**src/rtl/dn_cfg_pkg.sv**
```systemverilog
// Shared types and constants for the download configuration stage:
// FSM states, ioctl stream indices and game-variant (mod) codes.
package dn_cfg_pkg;

  typedef enum logic [1:0] {
    ST_IDLE     = 2'd0,
    ST_LOAD_ROM = 2'd1,
    ST_LOAD_CFG = 2'd2,
    ST_HOLD     = 2'd3
  } state_t;

  localparam logic [7:0] IDX_ROM = 8'd0;
  localparam logic [7:0] IDX_MOD = 8'd1;
  localparam logic [7:0] IDX_DIP = 8'd254;

  localparam logic [7:0] MOD_BWIDOW   = 8'd0;
  localparam logic [7:0] MOD_GRAVITAR = 8'd1;
  localparam logic [7:0] MOD_LUNARBAT = 8'd2;
  localparam logic [7:0] MOD_SPACDUEL = 8'd3;

  // Unknown codes decode to no variant selected at all.
  function automatic logic [3:0] mod_onehot_of(input logic [7:0] code);
    logic [3:0] oh;
    oh = 4'b0000;
    case (code)
      MOD_BWIDOW:   oh = 4'b0001;
      MOD_GRAVITAR: oh = 4'b0010;
      MOD_LUNARBAT: oh = 4'b0100;
      MOD_SPACDUEL: oh = 4'b1000;
      default:      oh = 4'b0000;
    endcase
    return oh;
  endfunction

endpackage

```
**src/rtl/dn_cfg_loader.sv**
```systemverilog
// Demultiplexes the ioctl download stream into ROM writes, the mod register
// and DIP bytes, and holds the core in reset around every download.
module dn_cfg_loader
  import dn_cfg_pkg::*;
#(
  parameter int ROM_AW      = 16,
  parameter int RESET_HOLD  = 1024,
  parameter int MOD_DEFAULT = 0
) (
  input  logic              clk_12,
  input  logic              reset,
  input  logic              ioctl_download,
  input  logic              ioctl_wr,
  input  logic [7:0]        ioctl_index,
  input  logic [24:0]       ioctl_addr,
  input  logic [7:0]        ioctl_dout,
  output logic              rom_wr,
  output logic [ROM_AW-1:0] rom_addr,
  output logic [7:0]        rom_data,
  output logic [3:0]        mod_onehot,
  output logic [63:0]       dip_bus,
  output logic              core_reset,
  output logic [ROM_AW:0]   rom_bytes,
  output logic              cfg_err
);

  localparam int          HW        = $clog2(RESET_HOLD) + 1;
  localparam logic [25:0] ROM_LIMIT = 26'd1 << ROM_AW;
  localparam logic [ROM_AW:0] BYTES_MAX = {1'b1, {ROM_AW{1'b0}}};
  localparam logic [7:0]  MOD_RESET = 8'(MOD_DEFAULT);
  localparam logic [HW-1:0] HOLD_LOAD = HW'(RESET_HOLD - 1);

  state_t            state_q, state_d;
  logic [7:0]        idx_q, idx_d;
  logic [HW-1:0]     cnt_q, cnt_d;
  logic              rom_wr_q, rom_wr_d;
  logic [ROM_AW-1:0] rom_addr_q, rom_addr_d;
  logic [7:0]        rom_data_q, rom_data_d;
  logic [ROM_AW:0]   rom_bytes_q, rom_bytes_d;
  logic [7:0]        mod_q, mod_d;
  logic [7:0]        dip_q [8];
  logic [7:0]        dip_d [8];
  logic              core_reset_q, core_reset_d;
  logic              cfg_err_q, cfg_err_d;

  logic start_rom, start_cfg, addr_in_rom;

  assign start_rom   = ioctl_download && (ioctl_index == IDX_ROM);
  assign start_cfg   = ioctl_download &&
                       ((ioctl_index == IDX_MOD) || (ioctl_index == IDX_DIP));
  assign addr_in_rom = ({1'b0, ioctl_addr} < ROM_LIMIT);

  always_comb begin
    state_d     = state_q;
    idx_d       = idx_q;
    cnt_d       = cnt_q;
    rom_wr_d    = 1'b0;
    rom_addr_d  = rom_addr_q;
    rom_data_d  = rom_data_q;
    rom_bytes_d = rom_bytes_q;
    mod_d       = mod_q;
    dip_d       = dip_q;
    cfg_err_d   = cfg_err_q;

    case (state_q)
      ST_IDLE, ST_HOLD: begin
        // Writes are ignored here; a new download also abandons any hold count.
        if (start_rom) begin
          state_d     = ST_LOAD_ROM;
          idx_d       = ioctl_index;
          rom_bytes_d = '0;
        end else if (start_cfg) begin
          state_d = ST_LOAD_CFG;
          idx_d   = ioctl_index;
        end else if (state_q == ST_HOLD) begin
          if (cnt_q == '0) state_d = ST_IDLE;
          else             cnt_d   = cnt_q - HW'(1);
        end
      end
      ST_LOAD_ROM: begin
        if (ioctl_wr) begin
          if (addr_in_rom) begin
            rom_wr_d   = 1'b1;
            rom_addr_d = ioctl_addr[ROM_AW-1:0];
            rom_data_d = ioctl_dout;
            if (rom_bytes_q != BYTES_MAX) rom_bytes_d = rom_bytes_q + 1'b1;
          end else begin
            cfg_err_d = 1'b1;
          end
        end
        if (!ioctl_download) begin
          state_d = ST_HOLD;
          cnt_d   = HOLD_LOAD;
        end
      end
      ST_LOAD_CFG: begin
        if (ioctl_wr) begin
          if (idx_q == IDX_MOD) begin
            if (ioctl_addr == 25'd0) begin
              mod_d = ioctl_dout;
              if (ioctl_dout > MOD_SPACDUEL) cfg_err_d = 1'b1;
            end
          end else if (ioctl_addr < 25'd8) begin
            dip_d[ioctl_addr[2:0]] = ioctl_dout;
          end
        end
        if (!ioctl_download) begin
          state_d = ST_HOLD;
          cnt_d   = HOLD_LOAD;
        end
      end
      default: state_d = ST_IDLE;
    endcase

    core_reset_d = (state_d != ST_IDLE);
  end

  always_ff @(posedge clk_12) begin
    if (reset) begin
      state_q      <= ST_IDLE;
      idx_q        <= IDX_ROM;
      cnt_q        <= '0;
      rom_wr_q     <= 1'b0;
      rom_addr_q   <= '0;
      rom_data_q   <= '0;
      rom_bytes_q  <= '0;
      mod_q        <= MOD_RESET;
      dip_q        <= '{default: '0};
      core_reset_q <= 1'b1;
      cfg_err_q    <= 1'b0;
    end else begin
      state_q      <= state_d;
      idx_q        <= idx_d;
      cnt_q        <= cnt_d;
      rom_wr_q     <= rom_wr_d;
      rom_addr_q   <= rom_addr_d;
      rom_data_q   <= rom_data_d;
      rom_bytes_q  <= rom_bytes_d;
      mod_q        <= mod_d;
      dip_q        <= dip_d;
      core_reset_q <= core_reset_d;
      cfg_err_q    <= cfg_err_d;
    end
  end

  assign rom_wr     = rom_wr_q;
  assign rom_addr   = rom_addr_q;
  assign rom_data   = rom_data_q;
  assign rom_bytes  = rom_bytes_q;
  assign mod_onehot = mod_onehot_of(mod_q);
  assign core_reset = core_reset_q;
  assign cfg_err    = cfg_err_q;

  for (genvar gi = 0; gi < 8; gi++) begin : g_dip
    assign dip_bus[8*gi +: 8] = dip_q[gi];
  end

endmodule

```
**config.mk**
```make
export PLATFORM = sky130hd
export DESIGN_NAME = dn_cfg_loader
export DESIGN_NICKNAME = d
export VERILOG_FILES = /design/src/rtl/dn_cfg_pkg.sv /design/src/rtl/dn_cfg_loader.sv
export SDC_FILE = /design/constraint.sdc
export NUM_CORES = 1
export LEC_CHECK = 0
export CORE_ASPECT_RATIO = 0.8
export CORE_MARGIN = 5
export CORE_UTILIZATION = 49
export DETAILED_ROUTE_END_ITERATION = 7
export GPL_ROUTABILITY_DRIVEN = 0
export HOLD_SLACK_MARGIN = 0.15
export PLACE_DENSITY = 0.81
export SYNTH_ARGS = -nofsm -noshare
export SYNTH_HDL_FRONTEND = slang
export SYNTH_SLANG_ARGS = --single-unit
```
**constraint.sdc**
```tcl
create_clock -name clk_12 -period 2.69 [get_ports clk_12]
set_clock_uncertainty 0.05 [all_clocks]
set_input_delay 0.269 -clock clk_12 [delete_from_list [all_inputs] [get_ports clk_12]]
set_output_delay 0.269 -clock clk_12 [all_outputs]
set_load 0.01 [all_outputs]
```
### Word level (Yosys, flattened, before mapping)

Index checks and enable logic that the tools add are counted.

| storage, ports and cells | value |
|---|---|
| register bits after elaboration | 137 |
| input port bits | 45 |
| output and inout port bits | 112 |
| logic and storage cells | 107 |

| operators by class | value |
|---|---|
| add/subtract/negate cells | 2 |
| $lt $le $gt $ge | 5 |
| equality and inequality tests | 24 |
| muxes and demuxes | 31 |
| bitwise logic cells | 4 |
| reduce and logical (&&, ||, !) cells | 23 |

Operators by type and width:

| kind | number |
|---|---|
| 17-bit 2-to-1 mux | 4 |
| 64-bit bitwise mux | 1 |
| 11-bit 2-to-1 mux | 5 |
| 17-bit one-hot mux with 2 select lines | 1 |
| 2-bit inequality test, second input constant | 14 |
| 25-bit zero test | 1 |
| 25-bit by 17-bit less-than comparator with 1-bit output, second input constant | 1 |
| 25-bit by 4-bit less-than comparator with 1-bit output, second input constant | 1 |
| 8-bit demux with 3-bit select | 1 |
| 8-bit by 1-bit equality test with 1-bit output, second input constant | 3 |
| 8-bit 2-to-1 mux | 3 |
| 11-bit one-hot mux with 2 select lines | 1 |
| 17-bit by 1-bit adder with 17-bit output, second input constant | 1 |
| 17-bit inequality test, second input constant | 1 |
| 8-bit by 2-bit equality test with 1-bit output, second input constant | 2 |
| 8-bit zero test | 2 |
| 4-bit one-hot mux with 4 select lines | 1 |
| 11-bit zero test | 1 |
| 11-bit by 1-bit subtractor with 11-bit output, second input constant | 1 |
| 2-bit 2-to-1 mux | 5 |
| 5-bit AND reduction | 2 |
| 8-bit equality test, second input constant | 1 |
| 8-bit by 2-bit greater-than comparator with 1-bit output, second input constant | 1 |
| 4-bit AND reduction | 2 |
| 18 further kinds | 33 |

### Longest topological paths before layout

Gate-level depths: netlist of run 1.

| logic depth | value |
|---|---|
| depth in word-level cells | 7 |
| gate-level depth with buffers | 9 |
| gate-level depth less buffers | 7 |

### Least setup slack after synthesis of run 1

Ideal clock, no wire load.

| timing path | value |
|---|---|
| path type | flip-flop to flip-flop |
| start point | register state_q[0] |
| end point | register cnt_q[9] |
| setup time | 74 ps |
| arrival | 2134 ps |
| required time | 2566 ps |
| path slack | 431 ps |
| cell stages (with the launch flop) | 8 |
| path buffers | 1 |
| period minus slack after synthesis | 2259 ps |
| cells stage by stage | dfxtp_1 inv_1 ha_1 buf_2 a22oi_1 nand3_4 or4b_2 a31oi_1 |

| between the ends | value |
|---|---|
| longest elaborated chain between the ends | 4 |
| elaborated cells between the ends (all ways) | 13 |
| classes of those cells | eq/ne (8); mux (1); reduce/logical (4) |

Ends and longest elaborated chain:

| what | RTL line | RTL |
|---|---|---|
| start: declaration | dn_cfg_loader.sv:33 | `state_t state_q, state_d;` |
| start signal: assignment | dn_cfg_loader.sv:132 | `state_q <= state_d;` |
| 2-bit equality test, or another cell as far along | dn_cfg_loader.sv:65, dn_cfg_loader.sv:75 |  |
| 2-bit OR reduction (on tied branches) | n/a |  |
| 2-bit inequality test (no line) | n/a |  |
| 5-bit AND reduction (no line) | n/a |  |
| end signal: assignment | dn_cfg_loader.sv:134 | `cnt_q <= cnt_d;` |
| end: declaration | dn_cfg_loader.sv:35 | `logic [HW-1:0] cnt_q, cnt_d;` |

Several ways; a longest one is shown, not always the timed one.
A chain may end at the register's enable or synchronous reset.

### Worst setup path after layout of run 1

| timing path | value |
|---|---|
| start point | register state_q[0] |
| end point | register rom_bytes_q[16], in the netlist rom_bytes[16] |

| between the ends | value |
|---|---|
| longest elaborated chain between the ends | 4 |
| elaborated cells between the ends (all ways) | 11 |
| classes of those cells | eq/ne (6); mux (1); reduce/logical (4) |

Ends and longest elaborated chain:

| what | RTL line | RTL |
|---|---|---|
| 2-bit equality test or 2-bit zero test (tied branches) | dn_cfg_loader.sv:65 | `case (state_q)` |
| 2-bit OR reduction | dn_cfg_loader.sv:65 |  |
| 2-bit inequality test (no line) or 2-bit nonzero test (tied branches) | n/a |  |
| 5-bit AND reduction (no line) | n/a |  |
| end signal: assignment | dn_cfg_loader.sv:138 | `rom_bytes_q <= rom_bytes_d;` |
| end: declaration | dn_cfg_loader.sv:39 | `logic [ROM_AW:0] rom_bytes_q, rom_bytes_d;` |

Several ways; a longest one is shown, not always the timed one.

==> metrics.md, run 1 <==
| Metric | Value |
|---|---|
| Crit Path Max Fanout | 6 |
| Critical Path RT | 2980 ps |
| Routed wire length per instance | 18.2 microns |
| Synth Flop Type | dfxtp_1 |
| Reg2Reg Depth | 7 |
| P per Cell Area | 702 mW/mm^2 |
| H-tree depth | 4 |
| Initial Util | 50.8% |
| Final Max Slew Viols | 0 |
| Clk_lat worst skew | 410 ps |
| Worst endpoint data arrival time | 2860 ps |
| Mux share of post-synthesis cell area | 12.3% |
| Hold Buf Count CTS | 0 |
| Top Ports | 157 |
| Vias in the first global route | 5562 |
| Worst R2R Start | state_q[0]$_SDFF_PP0_ |
| Worst Max-Slew Pin Slew | 768 ps |
| # rows | 35 |
| Max-cap viol count | 0 |
| Layout cells sized above 1 | 9.71% |
| Vias | 5538 |
| Core footprint | 0.0116 sq mm |
| Syn Area/Cell | 9.05 sq um |
| Post-Synth Adder-Cell Area | 1.48% |
| Crit path to | rom_bytes[16]$_SDFFE_PP0P_ |
| Hold Path Stages | 2 |
| Min-delay worst type | primary input to flop |
| Endpoint class of the critical path | flop |
| Mapped Area | 0.00592 sq mm |
| Outcome | finished, final reports clean |
| #FFs+latches synth | 137 |
| Die Area | 0.0144 sq mm |
| Sequential fraction of the synthesis area | 46.4% |
| Achievable Freq | 0.390 GHz |
| Reg2reg end | rom_bytes[16]$_SDFFE_PP0P_ |
| Highest ir drop seen on vdd | 0.000615 V |
| Period utilization | 95.4% |
| Worst slew margin | 48.1% |
| Number of synthesized flops with an enable pin | 0 |
| Area delta synth->final | 39.8% |
| All-Layer GR Usage | 24.2% |
| Hold Worst Slack | 311 ps |
| CTS tree | yes |
| RSZ-0062 raised after global routing | no |
| Antenna violations before repair | 0 |
| Xor/xnor share of the synthesized area | 0.148% |
| Most common cell after layout, fill and taps aside | clkdlybuf4s50_1 |
| Worst setup SP type | flop |
| Worst-path clk slew | 60 ps |
| Nets | 863 |
| Most frequent cells in the layout | clkdlybuf4s50_1, dfxtp_1, nor2_1 |
| Antenna viol nets, final | 0 |
| Cell count after placement | 940 |
| Register area | 0.00274 sq mm |
| Number of fill cells | 847 |
| DP HPWL | 12400 microns |
| WL final | 17700 microns |
| Setup crit start | state_q[0]$_SDFF_PP0_ |
| Syn_nets | 706 |
| FF-to-FF setup slack | 120 ps |
| Layout Cells excl Fill | 972 |
| Ys Warns | 0 |
| Multi-input combinational cell area | 0.00293 sq mm |
| First-pass GRT wire length | 27900 microns |
| Pin count of the biggest net entering global routing | 66 |
| CTS sink count | 137 |
| Die Span Y | 108 microns |
| DRT Pass-1 Iters | 5 |
| Hold Violations, Final | 0 |
| Remaining Overflow, GRT | 0 |
| Simple-gate share of the synthesized area | 24.1% |
| Crit path time final | 2570 ps |
| PortBufs | 156 |
| Diodes inserted | 0 |
| Leakage | 3.30 nW |
| Drt first-iter violations | 453 |
| Ys async rst share | 0% |
| Endpoints failing setup | 0 |
| Die W | 133 microns |
| Largest family of logic cells by synthesized area | simple AND/OR/NAND/NOR gates |
| Cells after Synth | 654 |
| Critical path type | flop to flop |
| Root Buffer | clkbuf_16 |
| DRC | 0 |
| Via-to-Cell Ratio | 5.70 |
| Post-synthesis compound-gate area fraction | 11.4% |
| Post-synth cell types | 57 |
| CTS Buffer Depth | 2 |
| CTS buffer count | 17 |
-- state kept, by name, summed over array words and instances, names as in the netlist, 2 cells and up --
name,cells
rom_addr,16
idx_q,8
mod_q,8
rom_bytes,17
rom_data,8
cnt_q,11
state_q,2
dip_bus,64
-- cell usage after synthesis, drive strengths merged (2+ instances only) --
cell type	number	area, sq um
a31o	4	35.0
dfxtp	137	2740
clkbuf	30	113
o211ai	3	22.5
nand3	15	100
or4	19	143
o21ai	12	60.1
a41oi	2	17.5
nor3	15	86.3
or4b	2	20.0
nand4	9	62.6
nand2	67	251
nor2	94	355
or2	3	18.8
a31oi	9	56.3
buf	12	70.1
ha	7	87.6
or3b	3	26.3
nor4	10	105
a21oi	46	230
nor2b	4	25.0
o31ai	12	90.1
o41ai	2	17.5
o2111ai	2	23.8
nand3b	3	22.5
nor3b	3	22.5
mux2i	73	731
o2111a	2	22.5
and3	4	25.0
or3	10	62.6
and2	2	12.5
o21a	2	15.0
a211oi	2	25.0
inv	17	63.8
nor4b	5	50.0
-- timing repair --
| item | CTS | global route |
|---|---|---|
| resized for setup | 0 | 2 |
| setup endpoints to repair | 0 | 5 |
| buffers inserted | 0 | 0 |
-- through the flow --
| stage | total power [mW] | setup TNS [ps] | instance area (sq um) | worst slack, ps | utilization [%] |
|---|---|---|---|---|---|
| floorplan | 3.09 | 0 | 5920 | 431 | - |
| global placement | 3.35 | 0 | 7660 | 20.2 | 65.7 |
| detailed placement | 3.40 | -605 | 7660 | -83.6 | 65.7 |
| CTS | 5.81 | 0 | 8270 | 127 | 71.0 |
| global route | 6.06 | 0 | 8270 | 10.3 | 71.0 |
| finish | 5.81 | 0 | 8270 | 123 | 71.0 |
-- kinds of logic (layout without fill, tap and decap cells) --
family,Yosys count,count (layout)
xor+xnor,1,1
fa+ha+maj,7,7
flops,137,137
mux,73,73
simple gates,272,272
buf+inv,59,229
compound gates,105,105
-- area by class of cell --
| cell class | instances | share of cell area, % |
|---|---|---|
| multi-input combinational | 458 | 35.4 |
| clock inverter | 12 | 2.12 |
| timing repair buffer | 180 | 21.0 |
| tap | 148 | 2.24 |
| sequential | 137 | 33.2 |
| inverter | 17 | 0.771 |
| clock buffer | 20 | 5.28 |
-- metal layers --
| metal | up-vias | wire length [microns] | global-route usage, % |
|---|---|---|---|
| li1 | 2641 | - | - |
| met1 | 2662 | 7450 | 29.7 |
| met2 | 203 | 8590 | 40.5 |
| met3 | 32 | 1280 | 7.67 |
| met4 | 0 | 378 | 8.31 |
| met5 | - | 0 | 0 |
-- worst min-delay path by stage --
stage	startpoint	to	slack (ps)
4_1_cts	reset	mod_q[0]$_SDFFE_PP0P_	310
2_1_floorplan	reset	core_reset$_SDFF_PP1_	330
6_report	reset	idx_q[0]$_SDFFE_PP0P_	310
5_1_grt	reset	dip_bus[5]$_SDFFE_PP0P_	370
3_3_place_gp	rom_addr[3]$_SDFFE_PP0P_	rom_addr[3]$_SDFFE_PP0P_	390
3_5_place_dp	rom_data[0]$_SDFFE_PP0P_	rom_data[0]$_SDFFE_PP0P_	390
-- critical path, cell delays in order, from the launching register on --
cell	delay, ps
dfxtp_1	420
inv_1	100
ha_1	400
nor2b_1	220
nor4_4	420
nand4_1	220
or4_1	500
a21oi_1	160
-- power by group --
| part | switching, mW | internal (mW) | total (mW) |
|---|---|---|---|
| registers | 0.108 | 2.14 | 2.25 |
| clock network | 0.861 | 1.55 | 2.41 |
| logic | 0.669 | 0.482 | 1.15 |
(Power assumes the default switching activity.)
==> run 2: changes to the inputs <==
--- a/config.mk
+++ b/config.mk
@@ -5,6 +5,7 @@
 export SDC_FILE = /design/constraint.sdc
 export NUM_CORES = 1
 export LEC_CHECK = 0
+export ABC_CLOCK_PERIOD_IN_PS = 2690
 export CORE_ASPECT_RATIO = 0.8
 export CORE_MARGIN = 5
 export CORE_UTILIZATION = 49
==> results of run 2 <==
Same layout as run 1: the final DEF is identical, and so are final timing and power.
